### config.mk
export PLATFORM = sky130hd
export DESIGN_NAME = mem_dma_flat
export DESIGN_NICKNAME = d
export VERILOG_FILES = /design/src/rtl/mem_dma_pkg.sv /design/src/rtl/mem_dma_if.sv /design/src/rtl/mem_dma.sv /design/src/flat_wrapper.sv
export SDC_FILE = /design/constraint.sdc
export NUM_CORES = 1
export LEC_CHECK = 0
export ABC_AREA = 0
export CAP_MARGIN = 20
export CORE_ASPECT_RATIO = 2
export CORE_MARGIN = 2
export CORE_UTILIZATION = 45
export DETAILED_ROUTE_END_ITERATION = 7
export PLACE_DENSITY = 0.81
export REMOVE_ABC_BUFFERS = 1
export SETUP_SLACK_MARGIN = 0.15
export SYNTH_ARGS = -nofsm -noshare
export SYNTH_HDL_FRONTEND = slang
export SYNTH_SLANG_ARGS = --single-unit
### constraint.sdc
create_clock -name clk -period 2.64 [get_ports clk]
set_input_delay 0.264 -clock clk [delete_from_list [all_inputs] [get_ports clk]]
set_output_delay 0.264 -clock clk [all_outputs]
set_load 0.01 [all_outputs]
### src/rtl/mem_dma_pkg.sv
// Shared types and constants for the mem_dma block copy/fill engine.
package mem_dma_pkg;

  typedef enum logic [1:0] {
    StIdle,
    StRead,
    StWrite,
    StDone
  } state_e;

  localparam int unsigned WORD_BYTES = 4;
  localparam logic [3:0]  WSTRB_READ = 4'b0000;
  localparam logic [3:0]  WSTRB_WORD = 4'b1111;

endpackage

### src/rtl/mem_dma_if.sv
// Command, status and memory-bus signals of mem_dma.
// master: the DMA engine's view. slave: the firmware/responder side.
interface mem_dma_if #(
  parameter int unsigned LEN_BITS = 8
);

  logic                cmd_valid;
  logic                cmd_ready;
  logic [31:0]         cmd_src;
  logic [31:0]         cmd_dst;
  logic [LEN_BITS-1:0] cmd_len;
  logic                cmd_fill;
  logic [31:0]         cmd_pattern;
  logic                abort;
  logic                busy;
  logic                done;
  logic                aborted;
  logic [LEN_BITS-1:0] words_done;
  logic                mem_valid;
  logic [31:0]         mem_addr;
  logic [31:0]         mem_wdata;
  logic [3:0]          mem_wstrb;
  logic [31:0]         mem_rdata;
  logic                mem_ready;

  modport master (
    input  cmd_valid, cmd_src, cmd_dst, cmd_len, cmd_fill, cmd_pattern, abort,
    input  mem_rdata, mem_ready,
    output cmd_ready, busy, done, aborted, words_done,
    output mem_valid, mem_addr, mem_wdata, mem_wstrb
  );

  modport slave (
    output cmd_valid, cmd_src, cmd_dst, cmd_len, cmd_fill, cmd_pattern, abort,
    output mem_rdata, mem_ready,
    input  cmd_ready, busy, done, aborted, words_done,
    input  mem_valid, mem_addr, mem_wdata, mem_wstrb
  );

endinterface

### src/rtl/mem_dma.sv
// mem_dma: bus-master block copy engine (READ word, WRITE word, repeat).
// Optional fill mode (write a constant pattern, no reads) is built only when
// MEM_DMA_FILL_EN is defined; otherwise every command is a copy.
// All outputs decode from registers only; nothing depends on mem_ready.
module mem_dma
  import mem_dma_pkg::*;
#(
  parameter int unsigned LEN_BITS = 8
) (
  input logic        clk,
  input logic        resetn,
  mem_dma_if.master  io_bus
);

  state_e              r_state, w_state_next;
  logic [31:0]         r_src, r_dst, r_wdata;
  logic [LEN_BITS-1:0] r_len, r_words;
  logic                r_abort_pend, r_aborted;

  logic                w_busy, w_accept, w_hs, w_abort_now, w_last, w_fill;
  logic [LEN_BITS-1:0] w_words_inc;

`ifdef MEM_DMA_FILL_EN
  logic r_fill;
  assign w_fill = io_bus.cmd_fill;
`else
  logic w_unused_fill;
  assign w_fill        = 1'b0;
  assign w_unused_fill = ^{io_bus.cmd_fill, io_bus.cmd_pattern};
`endif

  assign w_busy      = (r_state == StRead) || (r_state == StWrite);
  assign w_accept    = (r_state == StIdle) && io_bus.cmd_valid;
  assign w_hs        = w_busy && io_bus.mem_ready;
  // An abort seen in the handshake cycle itself counts as well as a latched one.
  assign w_abort_now = io_bus.abort || r_abort_pend;
  assign w_words_inc = r_words + {{(LEN_BITS-1){1'b0}}, 1'b1};
  assign w_last      = (w_words_inc == r_len);

  // State register.
  always_ff @(posedge clk) begin
    if (!resetn) r_state <= StIdle;
    else         r_state <= w_state_next;
  end

  // Next-state decode; bus transactions only leave a state on handshake.
  always_comb begin
    w_state_next = r_state;
    unique case (r_state)
      StIdle: begin
        if (io_bus.cmd_valid) begin
          if (io_bus.cmd_len == '0) w_state_next = StDone;
          else if (w_fill)          w_state_next = StWrite;
          else                      w_state_next = StRead;
        end
      end
      StRead: begin
        if (w_hs) w_state_next = w_abort_now ? StDone : StWrite;
      end
      StWrite: begin
        if (w_hs) begin
          if (w_last || w_abort_now) w_state_next = StDone;
`ifdef MEM_DMA_FILL_EN
          else                       w_state_next = r_fill ? StWrite : StRead;
`else
          else                       w_state_next = StRead;
`endif
        end
      end
      StDone:  w_state_next = StIdle;
      default: w_state_next = StIdle;
    endcase
  end

  // Outputs decoded from state and datapath registers.
  always_comb begin
    io_bus.cmd_ready  = (r_state == StIdle);
    io_bus.busy       = w_busy;
    io_bus.done       = (r_state == StDone);
    io_bus.aborted    = (r_state == StDone) && r_aborted;
    io_bus.words_done = r_words;
    io_bus.mem_valid  = w_busy;
    io_bus.mem_addr   = (r_state == StWrite) ? r_dst : r_src;
    io_bus.mem_wdata  = r_wdata;
    io_bus.mem_wstrb  = (r_state == StWrite) ? WSTRB_WORD : WSTRB_READ;
  end

  // Datapath: address pointers, data word, word counter and abort tracking.
  always_ff @(posedge clk) begin
    if (!resetn) begin
      r_src        <= '0;
      r_dst        <= '0;
      r_wdata      <= '0;
      r_len        <= '0;
      r_words      <= '0;
      r_abort_pend <= 1'b0;
      r_aborted    <= 1'b0;
`ifdef MEM_DMA_FILL_EN
      r_fill       <= 1'b0;
`endif
    end else begin
      if (w_accept) begin
        r_src        <= {io_bus.cmd_src[31:2], 2'b00};
        r_dst        <= {io_bus.cmd_dst[31:2], 2'b00};
        r_len        <= io_bus.cmd_len;
        r_words      <= '0;
        r_abort_pend <= 1'b0;
        r_aborted    <= 1'b0;
`ifdef MEM_DMA_FILL_EN
        r_fill       <= io_bus.cmd_fill;
        // The data register doubles as the pattern register in fill mode.
        if (io_bus.cmd_fill) r_wdata <= io_bus.cmd_pattern;
`endif
      end
      if (w_busy && io_bus.abort) r_abort_pend <= 1'b1;
      if ((r_state == StRead) && w_hs) begin
        r_wdata <= io_bus.mem_rdata;
        r_src   <= r_src + 32'(WORD_BYTES);
        if (w_abort_now) r_aborted <= 1'b1;
      end
      if ((r_state == StWrite) && w_hs) begin
        r_dst   <= r_dst + 32'(WORD_BYTES);
        r_words <= w_words_inc;
        if (w_abort_now) r_aborted <= 1'b1;
      end
    end
  end

endmodule

### src/flat_wrapper.sv
// flat-port wrapper written by rule: the top's interface ports become plain ports
module mem_dma_flat import mem_dma_pkg::*;
#(
  parameter int unsigned LEN_BITS = 8
)
  (clk, resetn, io_bus_cmd_valid, io_bus_cmd_src, io_bus_cmd_dst, io_bus_cmd_len, io_bus_cmd_fill, io_bus_cmd_pattern, io_bus_abort, io_bus_mem_rdata, io_bus_mem_ready, io_bus_cmd_ready, io_bus_busy, io_bus_done, io_bus_aborted, io_bus_words_done, io_bus_mem_valid, io_bus_mem_addr, io_bus_mem_wdata, io_bus_mem_wstrb);
  mem_dma_if #(.LEN_BITS(LEN_BITS)) io_bus_i ();
  input logic clk;
  input logic resetn;
  input wire logic [$bits(io_bus_i.cmd_valid)-1:0] io_bus_cmd_valid;
  input wire logic [$bits(io_bus_i.cmd_src)-1:0] io_bus_cmd_src;
  input wire logic [$bits(io_bus_i.cmd_dst)-1:0] io_bus_cmd_dst;
  input wire logic [$bits(io_bus_i.cmd_len)-1:0] io_bus_cmd_len;
  input wire logic [$bits(io_bus_i.cmd_fill)-1:0] io_bus_cmd_fill;
  input wire logic [$bits(io_bus_i.cmd_pattern)-1:0] io_bus_cmd_pattern;
  input wire logic [$bits(io_bus_i.abort)-1:0] io_bus_abort;
  input wire logic [$bits(io_bus_i.mem_rdata)-1:0] io_bus_mem_rdata;
  input wire logic [$bits(io_bus_i.mem_ready)-1:0] io_bus_mem_ready;
  output wire logic [$bits(io_bus_i.cmd_ready)-1:0] io_bus_cmd_ready;
  output wire logic [$bits(io_bus_i.busy)-1:0] io_bus_busy;
  output wire logic [$bits(io_bus_i.done)-1:0] io_bus_done;
  output wire logic [$bits(io_bus_i.aborted)-1:0] io_bus_aborted;
  output wire logic [$bits(io_bus_i.words_done)-1:0] io_bus_words_done;
  output wire logic [$bits(io_bus_i.mem_valid)-1:0] io_bus_mem_valid;
  output wire logic [$bits(io_bus_i.mem_addr)-1:0] io_bus_mem_addr;
  output wire logic [$bits(io_bus_i.mem_wdata)-1:0] io_bus_mem_wdata;
  output wire logic [$bits(io_bus_i.mem_wstrb)-1:0] io_bus_mem_wstrb;
  assign io_bus_i.cmd_valid = io_bus_cmd_valid;
  assign io_bus_i.cmd_src = io_bus_cmd_src;
  assign io_bus_i.cmd_dst = io_bus_cmd_dst;
  assign io_bus_i.cmd_len = io_bus_cmd_len;
  assign io_bus_i.cmd_fill = io_bus_cmd_fill;
  assign io_bus_i.cmd_pattern = io_bus_cmd_pattern;
  assign io_bus_i.abort = io_bus_abort;
  assign io_bus_i.mem_rdata = io_bus_mem_rdata;
  assign io_bus_i.mem_ready = io_bus_mem_ready;
  assign io_bus_cmd_ready = io_bus_i.cmd_ready;
  assign io_bus_busy = io_bus_i.busy;
  assign io_bus_done = io_bus_i.done;
  assign io_bus_aborted = io_bus_i.aborted;
  assign io_bus_words_done = io_bus_i.words_done;
  assign io_bus_mem_valid = io_bus_i.mem_valid;
  assign io_bus_mem_addr = io_bus_i.mem_addr;
  assign io_bus_mem_wdata = io_bus_i.mem_wdata;
  assign io_bus_mem_wstrb = io_bus_i.mem_wstrb;
  mem_dma #(.LEN_BITS(LEN_BITS)) u_core (.clk(clk), .resetn(resetn), .io_bus(io_bus_i));
endmodule
=== Word level (Yosys, flattened, before mapping) ===
Cells that the tools add are included.

* Bits in registers: 116
* Input bits: 142
* Output and inout bits: 81
* Word-level logic and storage cells: 55

* Add/sub/neg operators: 3
* Equality and inequality tests: 7
* Muxes and demuxes: 22
* Reductions and logical operators: 15

{| class="wikitable"
|+ Operator list
! kind !! number
|-
| $mux W32 || 5
|-
| $add A32 B3 Y32 const B || 2
|-
| $mux W8 || 2
|-
| $mux W2 || 5
|-
| $add A8 B1 Y8 const B || 1
|-
| $eq A8 B8 Y1 || 1
|-
| $logic_not A8 Y1 || 1
|-
| $mux W1 || 8
|-
| $pmux W2 S4 || 1
|-
| $logic_and A1 B1 Y1 || 6
|-
| $reduce_bool A2 Y1 || 3
|-
| $eq A2 B2 Y1 const B || 2
|-
| $mux W4 || 1
|-
| $ne A2 B1 Y1 const B || 2
|-
| $logic_or A1 B1 Y1 || 3
|-
| $reduce_and A3 Y1 || 1
|-
| $eq A2 B1 Y1 const B || 1
|-
| $logic_not A2 Y1 || 1
|-
| $ne A2 B2 Y1 const B || 1
|}

=== Depth between registers and ports, before layout ===
* Depth after elaboration: 7
* Depth in mapped cells: 10
* Mapped depth without buffers: 7

=== Worst setup path after synthesis ===
No wires, ideal clock.

* Path kind: register to register
* Start point: register u_core.r_state[0]
* End point: register u_core.r_dst[25]
* Library setup time: 0.074 ns
* Data arrival time: 1.940 ns
* Required time: 2.566 ns
* Path slack: 0.626 ns
* Cell stages (with the launch flop): 9
* Path buffers: 1
* Clock period less this slack: 2.014 ns
* Cells stage by stage: dfxtp_1 > inv_1 > ha_1 > buf_2 > nand3_2 > nor3_4 > nand3_1 > or3_1 > a31oi_1

* Cells in the longest elaborated chain, start to end: 5
* Elaborated cells between the ends (all ways): 9
* Those cells by class: eq/ne: 2; mux: 1; reduce/logical: 6

{| class="wikitable"
|+ RTL lines
! what !! line !! text
|-
| start, declared || mem_dma.sv:15 || <nowiki>state_e r_state, w_state_next;</nowiki>
|-
| start signal, assigned || mem_dma.sv:42 || <nowiki>if (!resetn) r_state <= StIdle;</nowiki>
|-
| start signal, assigned || mem_dma.sv:43 || <nowiki>else r_state <= w_state_next;</nowiki>
|-
| $eq A2 B1 Y1 / $eq A2 B2 Y1 (equally long branches) || mem_dma.sv:32, mem_dma.sv:121 ||
|-
| $logic_or A1 B1 Y1 || mem_dma.sv:32 || <nowiki>assign w_busy = (r_state == StRead) || (r_state == StWrite);</nowiki>
|-
| $logic_and A1 B1 Y1 || mem_dma.sv:34 || <nowiki>assign w_hs = w_busy && io_bus.mem_ready;</nowiki>
|-
| $logic_and A1 B1 Y1 || mem_dma.sv:121 || <nowiki>if ((r_state == StWrite) && w_hs) begin</nowiki>
|-
| $mux W32 / $reduce_bool A2 Y1 (equally long branches) || -- ||
|-
| end signal, assigned || mem_dma.sv:104 || <nowiki>r_dst <= {io_bus.cmd_dst[31:2], 2'b00};</nowiki>
|-
| end signal, assigned || mem_dma.sv:122 || <nowiki>r_dst <= r_dst + 32'(WORD_BYTES);</nowiki>
|-
| end, declared || mem_dma.sv:16 || <nowiki>logic [31:0] r_src, r_dst, r_wdata;</nowiki>
|}

Several ways; a longest one is shown, not always the timed one.
A chain may end at the register's enable or synchronous reset.

=== Final worst setup path ===
* Start point: register u_core.r_state[0]
* End point: output port io_bus_mem_addr[9]

* Cells in the longest elaborated chain, start to end: 2

{| class="wikitable"
|+ RTL lines
! what !! line !! text
|-
| $eq A2 B2 Y1 || mem_dma.sv:83 || <nowiki>io_bus.mem_addr = (r_state == StWrite) ? r_dst : r_src;</nowiki>
|-
| $mux W32 || mem_dma.sv:83 ||
|-
| end, declared || flat_wrapper.sv:25 || <nowiki>output wire logic [$bits(io_bus_i.mem_addr)-1:0] io_bus_mem_addr;</nowiki>
|}

Every way passes these cells.

==> flow_metrics.py <==
metrics = {
    "outcome": {
        "outcome": "finished clean",
    },
    "synthesis": {
        "syn_inst": 775,
        "ys_ff_latch": 112,
        "synth_edf_count": 0,
        "yosys.area.top_type_share": 0.367,
        "async_flop_share": 0,
        "ys_seq_area_frac": 0.367,
        "ys_top_cells_by_area": "dfxtp_1, nand2_1, a21oi_1, mux2_2, o21ai_0",
        "synth_top_cell_by_area": "dfxtp_1",
        "synth.distinct_cells": 67,
        "synth_area_per_cell_sq_um": 7.88,
        "synth_ff_type": "dfxtp_1",
        "syn_area_sq_mm": 0.00610,
        "ys.warnings.count": 0,
    },
    "timing": {
        "holdWs_ps": 451,
        "finalSetupViolCount": 0,
        "relSlewSlack": 0.532,
        "slew_viol_final": 0,
        "final.setup.tns_ps": 0,
        "tightest_slew_ps": 697,
        "max_freq_ghz": 0.414,
        "fin_ws_ps": 227,
        "fin_skew_ps": 6.84,
        "hold_viol_final": 0,
        "period_share": 0.914,
        "fin_crit_ps": 2410,
        "rsz0062_at_grt": "true",
    },
    "job": {
        "max_cap_viol_count": 0,
    },
    "layout": {
        "nets": 1094,
        "final_cell_mix": "clkdlybuf4s50_1, nand2_1, dfxtp_1",
        "num_antenna_cells": 0,
        "mostFrequentLayoutCell": "clkdlybuf4s50_1",
        "drive_above_1_share": 0.104,
        "syn2layout_area_growth_pct": 39.1,
    },
    "setup_path": {
        "path_max_fanout": 24,
        "arrival_ps": 2150,
        "criticalPathCategory": "register to output pin",
        "cp_num_buf_inv": 3,
        "worstPathRequired_ps": 2380,
        "cp-start-kind": "register",
        "crit_path_top_delay_cell": "clkdlybuf4s50_1",
        "path_delay_family": "buffers and inverters",
        "worstPathCellList": "inv_1 -> ha_2 -> buf_12 -> mux2_2 -> clkdlybuf4s50_1",
        "cpPeakStageDelay_ps": 490,
        "end_kind": "output pin",
    },
    "drt": {
        "dr.pass1.iters": 6,
        "via_per_inst": 5.95,
        "ant_nets": 0,
        "vias": 6576,
        "postRouteWirelength_mm": 20.1,
        "drc_errors": 0,
        "drt_iter0_markers": 414,
        "wl_per_cell_microns": 18.2,
    },
    "floorplan": {
        "die_w_microns": 86.4,
        "core_area_sq_mm": 0.0134,
        "initial_core_util": 0.457,
        "dieArea_sq_mm": 0.0146,
        "die_y_microns": 169,
        "rows": 60,
        "pin_count": 223,
    },
    "clocking": {
        "h-tree-depth": 3,
        "tritoncts": "done",
        "cts_buffer_depth": 2,
        "hold_buffers": 0,
        "cts.sinks": 112,
        "clockRootBuffer": "clkbuf_16",
        "clk_pin_slew_ps": 80,
        "clkLatencyLatePin_ps": 350,
        "numCtsBuffers": 9,
    },
    "power": {
        "power_density_mw_per_mm2": 799,
        "p_leak_nw": 3.04,
        "ir_drop_v": 0.000599,
    },
    "grt": {
        "grt_max_degree": 41,
        "grt_usage": 0.269,
        "grt_pass1_wl_mm": 31.1,
        "grt-ovfl-total": 0,
        "grt_pass1_vias": 6291,
        "top_usage_layer": "met2",
        "met3_usage": 0.0400,
        "antenna_found_initial": 0,
        "grt_util_met2": 0.480,
        "use_met1": 0.297,
    },
    "min_path": {
        "hold_class": "primary input to register",
    },
    "placement": {
        "place_ws_ps": 221,
        "portBuffers": 183,
        "hpwl_mm": 14.6,
        "gp_congestion": 0.923,
    },
}
-- per-layer routing --
layer | routed length, microns | up-vias | share of wire
met2 | 10400 | 282 | 0.52
met4 | 1030 | 0 | 0.051
li1 | - | 3149 | -
met3 | 1250 | 74 | 0.062
met1 | 7420 | 3071 | 0.37
met5 | 0 | - | 0
-- flip-flops by register name, summed over array words and instances (netlist names) --
| signal | count |
|---|---|
| u_core.io_bus.mem_wdata | 32 |
| u_core.r_dst | 30 |
| u_core.r_src | 30 |
| u_core.io_bus.words_done | 8 |
| u_core.r_len | 8 |
| u_core.r_state | 2 |
| u_core.r_abort_pend | 1 |
| u_core.r_aborted | 1 |
-- per-stage QoR --
step	total power, mW	instance area (sq um)	std cells	util
after floorplan	3.86	5870	722	-
after global placement	5.19	8130	1087	0.608
after detailed placement	5.24	8130	1087	0.608
after CTS	6.76	8460	1103	0.633
after global routing	7.15	8490	1105	0.635
final	6.78	8490	1105	0.635
-- path summary, 6_finish.rpt --
path,startpoint,slack (ps),cells past startpoint,to
setup reg to reg,u_core.r_state[1]$_SDFFE_PN0P_,320,7,u_core.r_dst[12]$_SDFFE_PN0P_
setup / recovery,u_core.r_state[0]$_SDFFE_PN0P_,230,5,io_bus_mem_addr[9]
hold reg to reg,u_core.io_bus.mem_wdata[20]$_SDFFE_PN0P_,450,2,u_core.io_bus.mem_wdata[20]$_SDFFE_PN0P_
hold / removal,io_bus_mem_rdata[13],450,3,u_core.io_bus.mem_wdata[13]$_SDFFE_PN0P_
-- synthesized netlist by cell type (all sizes together) (9+ instances only) --
library cell	n
nor2	47
a211oi	19
clkbuf	33
nor3	20
a311oi	12
nor4	10
nand2	144
a31oi	13
a21oi	82
inv	9
and2	12
and3	16
nand4	18
mux2	32
dfxtp	112
buf	21
o21ai	49
nand3	26
-- worst reg2reg max path, cell delays in order, from the launching register on --
cell,delay [ps]
dfxtp_1,380
inv_1,90
ha_1,390
nand3_2,300
or3_1,480
nor2_1,240
a211oi_1,120
a311oi_1,240
-- power breakdown --
group	switching [mW]	total [mW]	internal, mW	leakage, nW
registers	0.437	2.48	2.05	0.917
logic	1.40	2.79	1.40	1.97
clock network	0.662	1.50	0.843	0.150
total	2.50	6.78	4.29	3.04
-- what timing repair did --
action | CTS | global route
pin swaps | 0 | 1
resized for setup | 2 | 4
gates cloned | 0 | 0
endpoints found under the setup margin | 21 | 38
setup buffers | 0 | 2
-- cell families (layout without fill, tap and decap cells) --
| kind of cell | after synthesis | count (layout) | share of synthesized area |
|---|---|---|---|
| AND/OR/NAND/NOR | 325 | 325 | 0.271 |
| AO/OA/AOI/OAI | 221 | 221 | 0.223 |
| flip-flops | 112 | 112 | 0.367 |
| buffers and inverters | 63 | 237 | 0.0441 |
| multiplexers | 34 | 34 | 0.0623 |
| XOR/XNOR | 12 | 12 | 0.0172 |
| adder cells (fa/ha/maj) | 7 | 7 | 0.0143 |
| other | 1 | 2 | 0.000614 |
-- final cells by class --
type / instances / area [sq um]
Fill cell: 1198 / 4870
Multi-Input combinational cell: 601 / 3600
Sequential cell: 112 / 2240
Timing Repair Buffer: 212 / 2090
Clock buffer: 9 / 225
Tap cell: 155 / 194
Clock inverter: 7 / 103
Inverter: 9 / 33.8
Power figures use the tool's default switching activity.
